File: src/rtl/load_store_if.sv
// Request/response and data-memory port bundle for load_store_unit.
// The slave modport is the unit itself. The master modport is its
// environment: the execute stage driving requests plus the memory
// returning combinational read data.
interface load_store_if #(
    parameter int BITSIZE = 64,
    parameter int REGSIZE = 64
);
    localparam int IW = $clog2(REGSIZE);

    logic               ReqValid;
    logic               ReqReady;
    logic               ReqWrite;
    logic [2:0]         ReqFunct3;
    logic [63:0]        ReqAddress;
    logic [BITSIZE-1:0] ReqStoreData;
    logic               RespValid;
    logic [BITSIZE-1:0] RespData;
    logic               RespError;
    logic [IW-1:0]      MemoryAddress;
    logic               MemReadEnable;
    logic               MemWriteEnable;
    logic [BITSIZE-1:0] MemWriteData;
    logic [BITSIZE-1:0] MemReadData;

    modport slave (
        input  ReqValid, ReqWrite, ReqFunct3, ReqAddress, ReqStoreData, MemReadData,
        output ReqReady, RespValid, RespData, RespError,
               MemoryAddress, MemReadEnable, MemWriteEnable, MemWriteData
    );

    modport master (
        output ReqValid, ReqWrite, ReqFunct3, ReqAddress, ReqStoreData, MemReadData,
        input  ReqReady, RespValid, RespData, RespError,
               MemoryAddress, MemReadEnable, MemWriteEnable, MemWriteData
    );
endinterface

File: src/rtl/load_store_unit.sv
// RV64 load/store initiator for a doubleword-wide data memory.
// One request at a time: sub-word stores use read-modify-write, loads are
// extracted from the read doubleword and sign/zero-extended. Illegal,
// misaligned, out-of-range and reserved-index requests are answered with
// an error without touching memory.
module load_store_unit #(
    parameter int BITSIZE = 64,
    parameter int REGSIZE = 64
) (
    input  logic          clk,
    input  logic          rst,
    load_store_if.slave   bus
);
    localparam int IW = $clog2(REGSIZE);

    typedef enum logic [1:0] {S_IDLE, S_READ, S_WRITE, S_RESP} state_t;

    state_t              r_state;
    state_t              w_next;
    logic [IW+2:0]       r_addr;
    logic [2:0]          r_funct3;
    logic                r_write;
    logic [BITSIZE-1:0]  r_wdata;
    logic                r_err;
    logic [BITSIZE-1:0]  r_rdbuf;

    logic                w_accept;
    logic                w_req_err;
    logic [IW-1:0]       w_idx;
    logic [2:0]          w_off;

    logic                w_ready;
    logic                w_resp_valid;
    logic [BITSIZE-1:0]  w_resp_data;
    logic                w_resp_error;
    logic [IW-1:0]       w_mem_addr;
    logic                w_mem_re;
    logic                w_mem_we;
    logic [BITSIZE-1:0]  w_mem_wdata;

    // Request screening: funct3 legality, natural alignment, address range
    // and the reserved indices (top doubleword for loads, index 0 for stores).
    function automatic logic f_req_error(input logic wr, input logic [2:0] f3,
                                         input logic [63:0] addr);
        logic          illegal;
        logic          misaligned;
        logic          out_of_range;
        logic          reserved;
        logic [IW-1:0] idx;
        illegal = wr ? f3[2] : (f3 == 3'b111);
        case (f3[1:0])
            2'b01:   misaligned = addr[0];
            2'b10:   misaligned = (addr[1:0] != 2'b00);
            2'b11:   misaligned = (addr[2:0] != 3'b000);
            default: misaligned = 1'b0;
        endcase
        out_of_range = (addr[63:IW+3] != '0);
        idx = addr[IW+2:3];
        reserved = wr ? (idx == '0) : (idx == IW'(REGSIZE - 1));
        return illegal | misaligned | out_of_range | reserved;
    endfunction

    // Shift the addressed bytes down and extend them to the full width.
    function automatic logic [BITSIZE-1:0] f_extract(input logic [BITSIZE-1:0] rd,
                                                     input logic [2:0] off,
                                                     input logic [2:0] f3);
        logic [BITSIZE-1:0] sh;
        logic signed [7:0]  s8;
        logic signed [15:0] s16;
        logic signed [31:0] s32;
        logic [BITSIZE-1:0] res;
        sh  = rd >> {off, 3'b000};
        s8  = $signed(sh[7:0]);
        s16 = $signed(sh[15:0]);
        s32 = $signed(sh[31:0]);
        case (f3[1:0])
            2'b00:   res = f3[2] ? BITSIZE'(sh[7:0])  : BITSIZE'(s8);
            2'b01:   res = f3[2] ? BITSIZE'(sh[15:0]) : BITSIZE'(s16);
            2'b10:   res = f3[2] ? BITSIZE'(sh[31:0]) : BITSIZE'(s32);
            default: res = sh;
        endcase
        return res;
    endfunction

    // Overlay the low 1/2/4 store bytes onto the read doubleword at the offset.
    function automatic logic [BITSIZE-1:0] f_merge(input logic [BITSIZE-1:0] rd,
                                                   input logic [BITSIZE-1:0] wd,
                                                   input logic [2:0] off,
                                                   input logic [1:0] sz);
        logic [BITSIZE-1:0] mask;
        case (sz)
            2'b00:   mask = BITSIZE'(8'hFF);
            2'b01:   mask = BITSIZE'(16'hFFFF);
            default: mask = BITSIZE'(32'hFFFF_FFFF);
        endcase
        mask = mask << {off, 3'b000};
        return (rd & ~mask) | ((wd << {off, 3'b000}) & mask);
    endfunction

    assign w_accept  = bus.ReqValid && (r_state == S_IDLE);
    assign w_req_err = f_req_error(bus.ReqWrite, bus.ReqFunct3, bus.ReqAddress);
    assign w_idx     = r_addr[IW+2:3];
    assign w_off     = r_addr[2:0];

    // Control state: FSM, error flag and the captured read doubleword.
    always_ff @(posedge clk) begin
        if (rst) begin
            r_state <= S_IDLE;
            r_err   <= 1'b0;
            r_rdbuf <= '0;
        end else begin
            r_state <= w_next;
            if (w_accept) begin
                r_err <= w_req_err;
            end
            if (r_state == S_READ) begin
                r_rdbuf <= bus.MemReadData;
            end
        end
    end

    // Request payload captured at acceptance; meaningful only while busy.
    always_ff @(posedge clk) begin
        if (w_accept) begin
            r_addr   <= bus.ReqAddress[IW+2:0];
            r_funct3 <= bus.ReqFunct3;
            r_write  <= bus.ReqWrite;
            r_wdata  <= bus.ReqStoreData;
        end
    end

    // Next-state and all outputs decoded from the current state.
    always_comb begin
        w_next       = r_state;
        w_ready      = 1'b0;
        w_resp_valid = 1'b0;
        w_resp_data  = '0;
        w_resp_error = 1'b0;
        w_mem_addr   = '0;
        w_mem_re     = 1'b0;
        w_mem_we     = 1'b0;
        w_mem_wdata  = '0;
        case (r_state)
            S_IDLE: begin
                w_ready = 1'b1;
                if (bus.ReqValid) begin
                    if (w_req_err) begin
                        w_next = S_RESP;
                    end else if (bus.ReqWrite && (bus.ReqFunct3[1:0] == 2'b11)) begin
                        w_next = S_WRITE;
                    end else begin
                        w_next = S_READ;
                    end
                end
            end
            S_READ: begin
                w_mem_re   = 1'b1;
                w_mem_addr = w_idx;
                w_next     = r_write ? S_WRITE : S_RESP;
            end
            S_WRITE: begin
                w_mem_we   = 1'b1;
                w_mem_addr = w_idx;
                w_mem_wdata = (r_funct3[1:0] == 2'b11) ? r_wdata
                            : f_merge(r_rdbuf, r_wdata, w_off, r_funct3[1:0]);
                w_next     = S_RESP;
            end
            default: begin
                w_resp_valid = 1'b1;
                w_resp_error = r_err;
                if (!r_write && !r_err) begin
                    w_resp_data = f_extract(r_rdbuf, w_off, r_funct3);
                end
                w_next = S_IDLE;
            end
        endcase
    end

    assign bus.ReqReady       = w_ready;
    assign bus.RespValid      = w_resp_valid;
    assign bus.RespData       = w_resp_data;
    assign bus.RespError      = w_resp_error;
    assign bus.MemoryAddress  = w_mem_addr;
    assign bus.MemReadEnable  = w_mem_re;
    assign bus.MemWriteEnable = w_mem_we;
    assign bus.MemWriteData   = w_mem_wdata;
endmodule

File: src/flat_wrapper.sv
// flat-port wrapper written by rule: the top's interface ports become plain ports
module load_store_unit_flat 
#(
    parameter int BITSIZE = 64,
    parameter int REGSIZE = 64
)
  (clk, rst, bus_ReqValid, bus_ReqWrite, bus_ReqFunct3, bus_ReqAddress, bus_ReqStoreData, bus_MemReadData, bus_ReqReady, bus_RespValid, bus_RespData, bus_RespError, bus_MemoryAddress, bus_MemReadEnable, bus_MemWriteEnable, bus_MemWriteData);
  load_store_if #(.BITSIZE(BITSIZE), .REGSIZE(REGSIZE)) bus_i ();
  input  logic clk;
  input  logic rst;
  input wire logic [$bits(bus_i.ReqValid)-1:0] bus_ReqValid;
  input wire logic [$bits(bus_i.ReqWrite)-1:0] bus_ReqWrite;
  input wire logic [$bits(bus_i.ReqFunct3)-1:0] bus_ReqFunct3;
  input wire logic [$bits(bus_i.ReqAddress)-1:0] bus_ReqAddress;
  input wire logic [$bits(bus_i.ReqStoreData)-1:0] bus_ReqStoreData;
  input wire logic [$bits(bus_i.MemReadData)-1:0] bus_MemReadData;
  output wire logic [$bits(bus_i.ReqReady)-1:0] bus_ReqReady;
  output wire logic [$bits(bus_i.RespValid)-1:0] bus_RespValid;
  output wire logic [$bits(bus_i.RespData)-1:0] bus_RespData;
  output wire logic [$bits(bus_i.RespError)-1:0] bus_RespError;
  output wire logic [$bits(bus_i.MemoryAddress)-1:0] bus_MemoryAddress;
  output wire logic [$bits(bus_i.MemReadEnable)-1:0] bus_MemReadEnable;
  output wire logic [$bits(bus_i.MemWriteEnable)-1:0] bus_MemWriteEnable;
  output wire logic [$bits(bus_i.MemWriteData)-1:0] bus_MemWriteData;
  assign bus_i.ReqValid = bus_ReqValid;
  assign bus_i.ReqWrite = bus_ReqWrite;
  assign bus_i.ReqFunct3 = bus_ReqFunct3;
  assign bus_i.ReqAddress = bus_ReqAddress;
  assign bus_i.ReqStoreData = bus_ReqStoreData;
  assign bus_i.MemReadData = bus_MemReadData;
  assign bus_ReqReady = bus_i.ReqReady;
  assign bus_RespValid = bus_i.RespValid;
  assign bus_RespData = bus_i.RespData;
  assign bus_RespError = bus_i.RespError;
  assign bus_MemoryAddress = bus_i.MemoryAddress;
  assign bus_MemReadEnable = bus_i.MemReadEnable;
  assign bus_MemWriteEnable = bus_i.MemWriteEnable;
  assign bus_MemWriteData = bus_i.MemWriteData;
  load_store_unit #(.BITSIZE(BITSIZE), .REGSIZE(REGSIZE)) u_core (.clk(clk), .rst(rst), .bus(bus_i));
endmodule
File: config.mk
export PLATFORM = sky130hd
export DESIGN_NAME = load_store_unit_flat
export DESIGN_NICKNAME = d
export VERILOG_FILES = /design/src/rtl/load_store_if.sv /design/src/rtl/load_store_unit.sv /design/src/flat_wrapper.sv
export SDC_FILE = /design/constraint.sdc
export NUM_CORES = 1
export LEC_CHECK = 0
export BUFFER_PORTS_ARGS = -buffer_cell sky130_fd_sc_hd__buf_4
export CORE_MARGIN = 1
export CORE_UTILIZATION = 45
export DETAILED_ROUTE_END_ITERATION = 8
export GPL_ROUTABILITY_DRIVEN = 0
export PLACE_DENSITY = 0.69
export RECOVER_POWER = 25
export SLEW_MARGIN = 20
export SYNTH_ARGS = -nofsm -noshare
export SYNTH_HDL_FRONTEND = slang
export SYNTH_SLANG_ARGS = --single-unit
File: constraint.sdc
create_clock -name clk -period 4.2 [get_ports clk]
set_input_delay 0.21 -clock clk [delete_from_list [all_inputs] [get_ports clk]]
set_output_delay 0.21 -clock clk [all_outputs]
set_load 0.01 [all_outputs]
---- Word level (Yosys, flattened, before mapping) ----
Cells that the tools add are included.
cells by class
  shift-type cells ........................ 3
  equal/unequal tests ..................... 11
  muxes and demuxes ....................... 24
  reduce and logical (&&, ||, !) cells .... 13
  bitwise gates (word level) .............. 7
operators by type and width
  cell                                           count
  two-way mux 64 bit                             8
  case mux 64 bit (3 select lines)               1
  bitwise AND 64 bit                             2
  left shift 64 x 6 -> 64 bit                    2
  NOT 64 bit                                     1
  OR 64 bit                                      1
  case mux 32 bit (2 select lines)               1
  right shift 64 x 6 -> 64 bit                   1
  nonzero test 55 bit                            1
  == test 2 bit, second input constant           5
  two-way mux 1 bit                              8
  == test 2 x 1 -> 1 bit, second input constant  3
  == test 6 bit, second input constant           1
  logical NOT 6 bit                              1
  two-way mux 2 bit                              3
  two-way mux 6 bit                              1
  case mux 2 bit (3 select lines)                1
  logical NOT 2 bit                              2
  == test 3 bit, second input constant           1
  logical AND 1 bit                              3
  OR 1 bit                                       3
  case mux 1 bit (3 select lines)                1
  nonzero test 3 bit                             1
  OR reduction 3 bit                             1
  other kinds (4)                                5
storage, ports and cells
  bits of input ports ..................... 199
  logic and storage cells ................. 65
  bits in registers ....................... 144

---- Longest topological paths before layout ----
  word-level depth ........................ 9
  mapped depth ............................ 10
  depth with buffers taken out ............ 6

---- Least setup slack after synthesis ----
No wires, ideal clock.
  path kind ............................... register -> register
  from .................................... register u_core.r_state[0]
  to ...................................... register u_core.r_state[0]
  clock period less this slack ............ 3152 ps
  slack ................................... 1048 ps
  cell stages (with the launch flop) ...... 7
  data required time ...................... 4109 ps
  data arrival time ....................... 3061 ps
  cells stage by stage .................... dfxtp_1 > inv_1 > ha_1 > and2_1 > nor2b_1 > a211oi_1 > a311oi_1
on the way
  word-level cells in the longest chain between the ends .. 2
  elaborated cells on any way between the ends .. 5
RTL lines
  element                                                                          line                    text
  start: declaration                                                               load_store_unit.sv:18   state_t r_state;
  start signal: assignment                                                         load_store_unit.sv:112  r_state <= w_next;
  == test 2 bit, or another cell as far along                                      load_store_unit.sv:143  case (r_state)
  case mux 2 bit (3 select lines) / inequality test 2 bit (equally long branches)  --
Parallel ways exist; a longest one is shown, timed or not.
A chain may end at the register's enable or synchronous reset.

---- Final worst setup path ----
  from .................................... register u_core.r_addr[1]
  to ...................................... output port bus_RespData[30]
on the way
  word-level cells in the longest chain between the ends .. 5
  elaborated cells on any way between the ends .. 7
RTL lines
  element                                       line                                                                 text
  start: declaration                            load_store_unit.sv:20                                                logic [IW+2:0] r_addr;
  start signal: assignment                      load_store_unit.sv:125                                               r_addr <= bus.ReqAddress[IW+2:0];
  right shift 64 x 6 -> 64 bit (*)              load_store_unit.sv:72                                                sh = rd >> {off, 3'b000};
  two-way mux 64 bit, on equally long branches  load_store_unit.sv:79, load_store_unit.sv:77, load_store_unit.sv:78
  case mux 64 bit (3 select lines) (*)          load_store_unit.sv:76                                                case (f3[1:0])
  two-way mux 64 bit (*)                        load_store_unit.sv:171                                               if (!r_write && !r_err) begin
  two-way mux 64 bit (*)                        load_store_unit.sv:143
  end: declaration                              flat_wrapper.sv:19                                                   output wire logic [$bits(bus_i.RespData)-1:0] bus_RespData;
Mark *: on every way between the ends. The rest lies on a longest branch, timed or not.

==> out/results.ini <==
[layout]
diodes=0
final_nets=1665
n_fill_cell=1842
final_area_mm2=0.0140
final_util=0.638
synthToLayoutAreaGrowth_pct=38.3
fin_cells=1755
multiInputGateArea_mm2=0.00586
layout.cells.most_common=buf_4
regArea_mm2=0.00365
final_cell_mix=277 x buf_4, 168 x nor2_1, 158 x mux2i_1
drive_gt1_frac=0.309

[worst_setup_path]
critPathKind=flop to output pin
worstPathMaxFanout=20
critPathCaptureType=output pin
crit_arrival_ns=3.70
cp-start-kind=flop
critical_path_required_ns=3.99

[timing]
clock.fmax_ghz=0.256
finalSetupViolations=0
setup_slack_ns=0.291
setup_tns_ns=0
drv_slew=35
max_slew_margin=-0.351
whs_ns=0.00961
finalCriticalPeriod_ns=3.91
worst_slew_pin_slew_ns=2.03
rsz0062_at_grt=no
final.setup_skew_ns=0.0141
hold_viol=0
fin_crit_sh=0.931

[die]
die_h_um=152
rows=54
initial_core_util=0.461
die-width_um=152
core_mm2=0.0219
ioPinCount=338
die_area_mm2=0.0230

[detailed_routing]
drtIter0Drc=1180
drt-vias-per-instance=6.06
vias=10600
routedWlPerCell_um=23.1
drc=0
ant_nets=0
firstDrtPassIters=6
routed_wl_mm=40.5

[place]
hpwlAfterDp_mm=29.7
port_buffers=337
dp_slack_ns=0.927
placed_cell_area_mm2=0.0127
dp_cells=1646

[power_and_ir_drop]
ir_drop_v=0.000261
p_total_mw=7.25
cellPowerDensity_mw_per_mm2=519
p_leak_nw=5.71

[clock_tree]
cts_tree=done
clk-insertion-delay-late_ns=0.43
path_clk_slew_ns=0.07
h-tree-depth=4
cts_buffer_depth=2
numCtsBuffers=17
cts.sink_count=144
clockRootBuffer=clkbuf_16
cts_setup_buffers=0

[synth]
synth-edff-count=77
synth.avg_cell_area_um2=9.11
ys_ff_latch=144
synth_ff_type=edfxtp_1
syn_area_mm2=0.0101
syn_nets=1311
synthCells=1108
ys_seq_area_frac=0.362
yosysWarningCount=0
async_flop_share=0
synthDistinctLibCells=68

[global_routing]
gr-total-overflow=0
busiest_layer=met2
antenna_found_initial=1
grt_max_degree=77
grt_pass1_vias=10100
globalRouteTotalUtil=0.350
grt_first_pass_wirelength_mm=59.5
grt_use_met3=0.0751
grt_use_met2=0.538
grt_util_met1=0.475

[status]
outcome=complete, but fails checks
violations=max-capacitance violations, max-slew violations

[run]
drv_cap=1

[min_path]
hold_path_class=input pin to flop

==> critical path, cell delays in order, from the launching register on <==
cell      delay [ns]
edfxtp_1        0.67
nor2b_1         0.85
a222oi_1        0.19
and3_1          0.40
nor2_2          0.73
a21oi_1         0.21
buf_4           0.21
==> cell type report <==
| type | instances | area share |
|---|---|---|
| timing repair buffer | 433 | 0.245 |
| sequential | 144 | 0.262 |
| clock inverter | 8 | 0.00457 |
| inverter | 21 | 0.00565 |
| multi-input combinational | 845 | 0.420 |
| clock buffer | 24 | 0.0385 |
| tap | 280 | 0.0251 |
==> state kept, by name (all words and copies together) (netlist names) <==
register,count
u_core.r_err,1
u_core.r_addr,9
u_core.r_state,2
u_core.r_rdbuf,64
u_core.r_wdata,64
u_core.r_funct3,3
u_core.r_write,1
==> logic make-up (layout without fill, tap and decap cells) <==
kind of cell / after synthesis / count (layout) / synth area share
adders and majority gates: 4 / 4 / 0.00496
muxes: 214 / 214 / 0.231
buffers and inverters: 119 / 486 / 0.0583
DFF: 144 / 144 / 0.362
and+or+nand+nor: 364 / 364 / 0.163
AOI/OAI and AO/OA: 263 / 263 / 0.181
==> final timing paths <==
path	to	startpoint	slack, ns	cells after the start
setup / recovery	bus_RespData[30]	u_core.r_addr[1]$_DFFE_PP_	0.29	6
hold / removal	u_core.r_rdbuf[34]$_SDFFE_PP0P_	bus_MemReadData[34]	0.01	3
setup reg to reg	u_core.r_rdbuf[17]$_SDFFE_PP0P_	u_core.r_state[0]$_SDFFE_PP0P_	1.05	4
hold reg to reg	u_core.r_err$_SDFFE_PP0P_	u_core.r_err$_SDFFE_PP0P_	0.51	2
==> cell usage after synthesis (3+ instances only) <==
library cell    n  area, um2
a211oi_1       17        128
a21boi_0        9       67.6
a21oi_1        69        345
a21oi_2        13        114
a22oi_1         9       67.6
a311oi_1        7       61.3
a32o_1          4       40.0
a32oi_1         3       26.3
and2_1         18        113
and3_1          4       25.0
buf_1           9       33.8
buf_2          23        115
buf_4          14        105
buf_6           8       90.1
clkbuf_1       44        165
dfxtp_1        67       1340
edfxtp_1       77       2310
ha_1            4       50.1
inv_1          20       75.1
mux2_2         44        495
mux2i_1       158       1580
mux4_2         10        225
nand2_1        85        319
nand2b_1       10       62.6
nand3_1        24        120
nand4_1         3       18.8
nor2_1        168        631
nor2b_1        14       87.6
nor3b_1        15        113
nor4_1         13       81.3
o211ai_1        8       60.1
o21a_1          3       22.5
o21ai_0        42        210
o21ai_1         3       15.0
o221ai_1        8       70.1
o22ai_1         7       43.8
o2bb2ai_1      16        140
o311a_1         8       80.1
o31ai_1        15        113
==> power by group <==
group          switching, mW  internal (mW)
combinational           1.93           1.44
sequential             0.478           1.86
clock                  0.632          0.907
==> layer usage <==
layer	vias up	share of wire	wire (um)
met5	-	0.00037	15
met4	2	0.041	1680
met3	133	0.11	4500
met2	722	0.44	18000
met1	4990	0.40	16300
li1	4782	-	-
==> what timing repair did <==
item | CTS | global route
gates resized for setup | 0 | 0
hold buffers | 77 | 0
endpoints found under the hold margin | 77 | 0
Note: power is estimated with default switching activity, not from simulation.
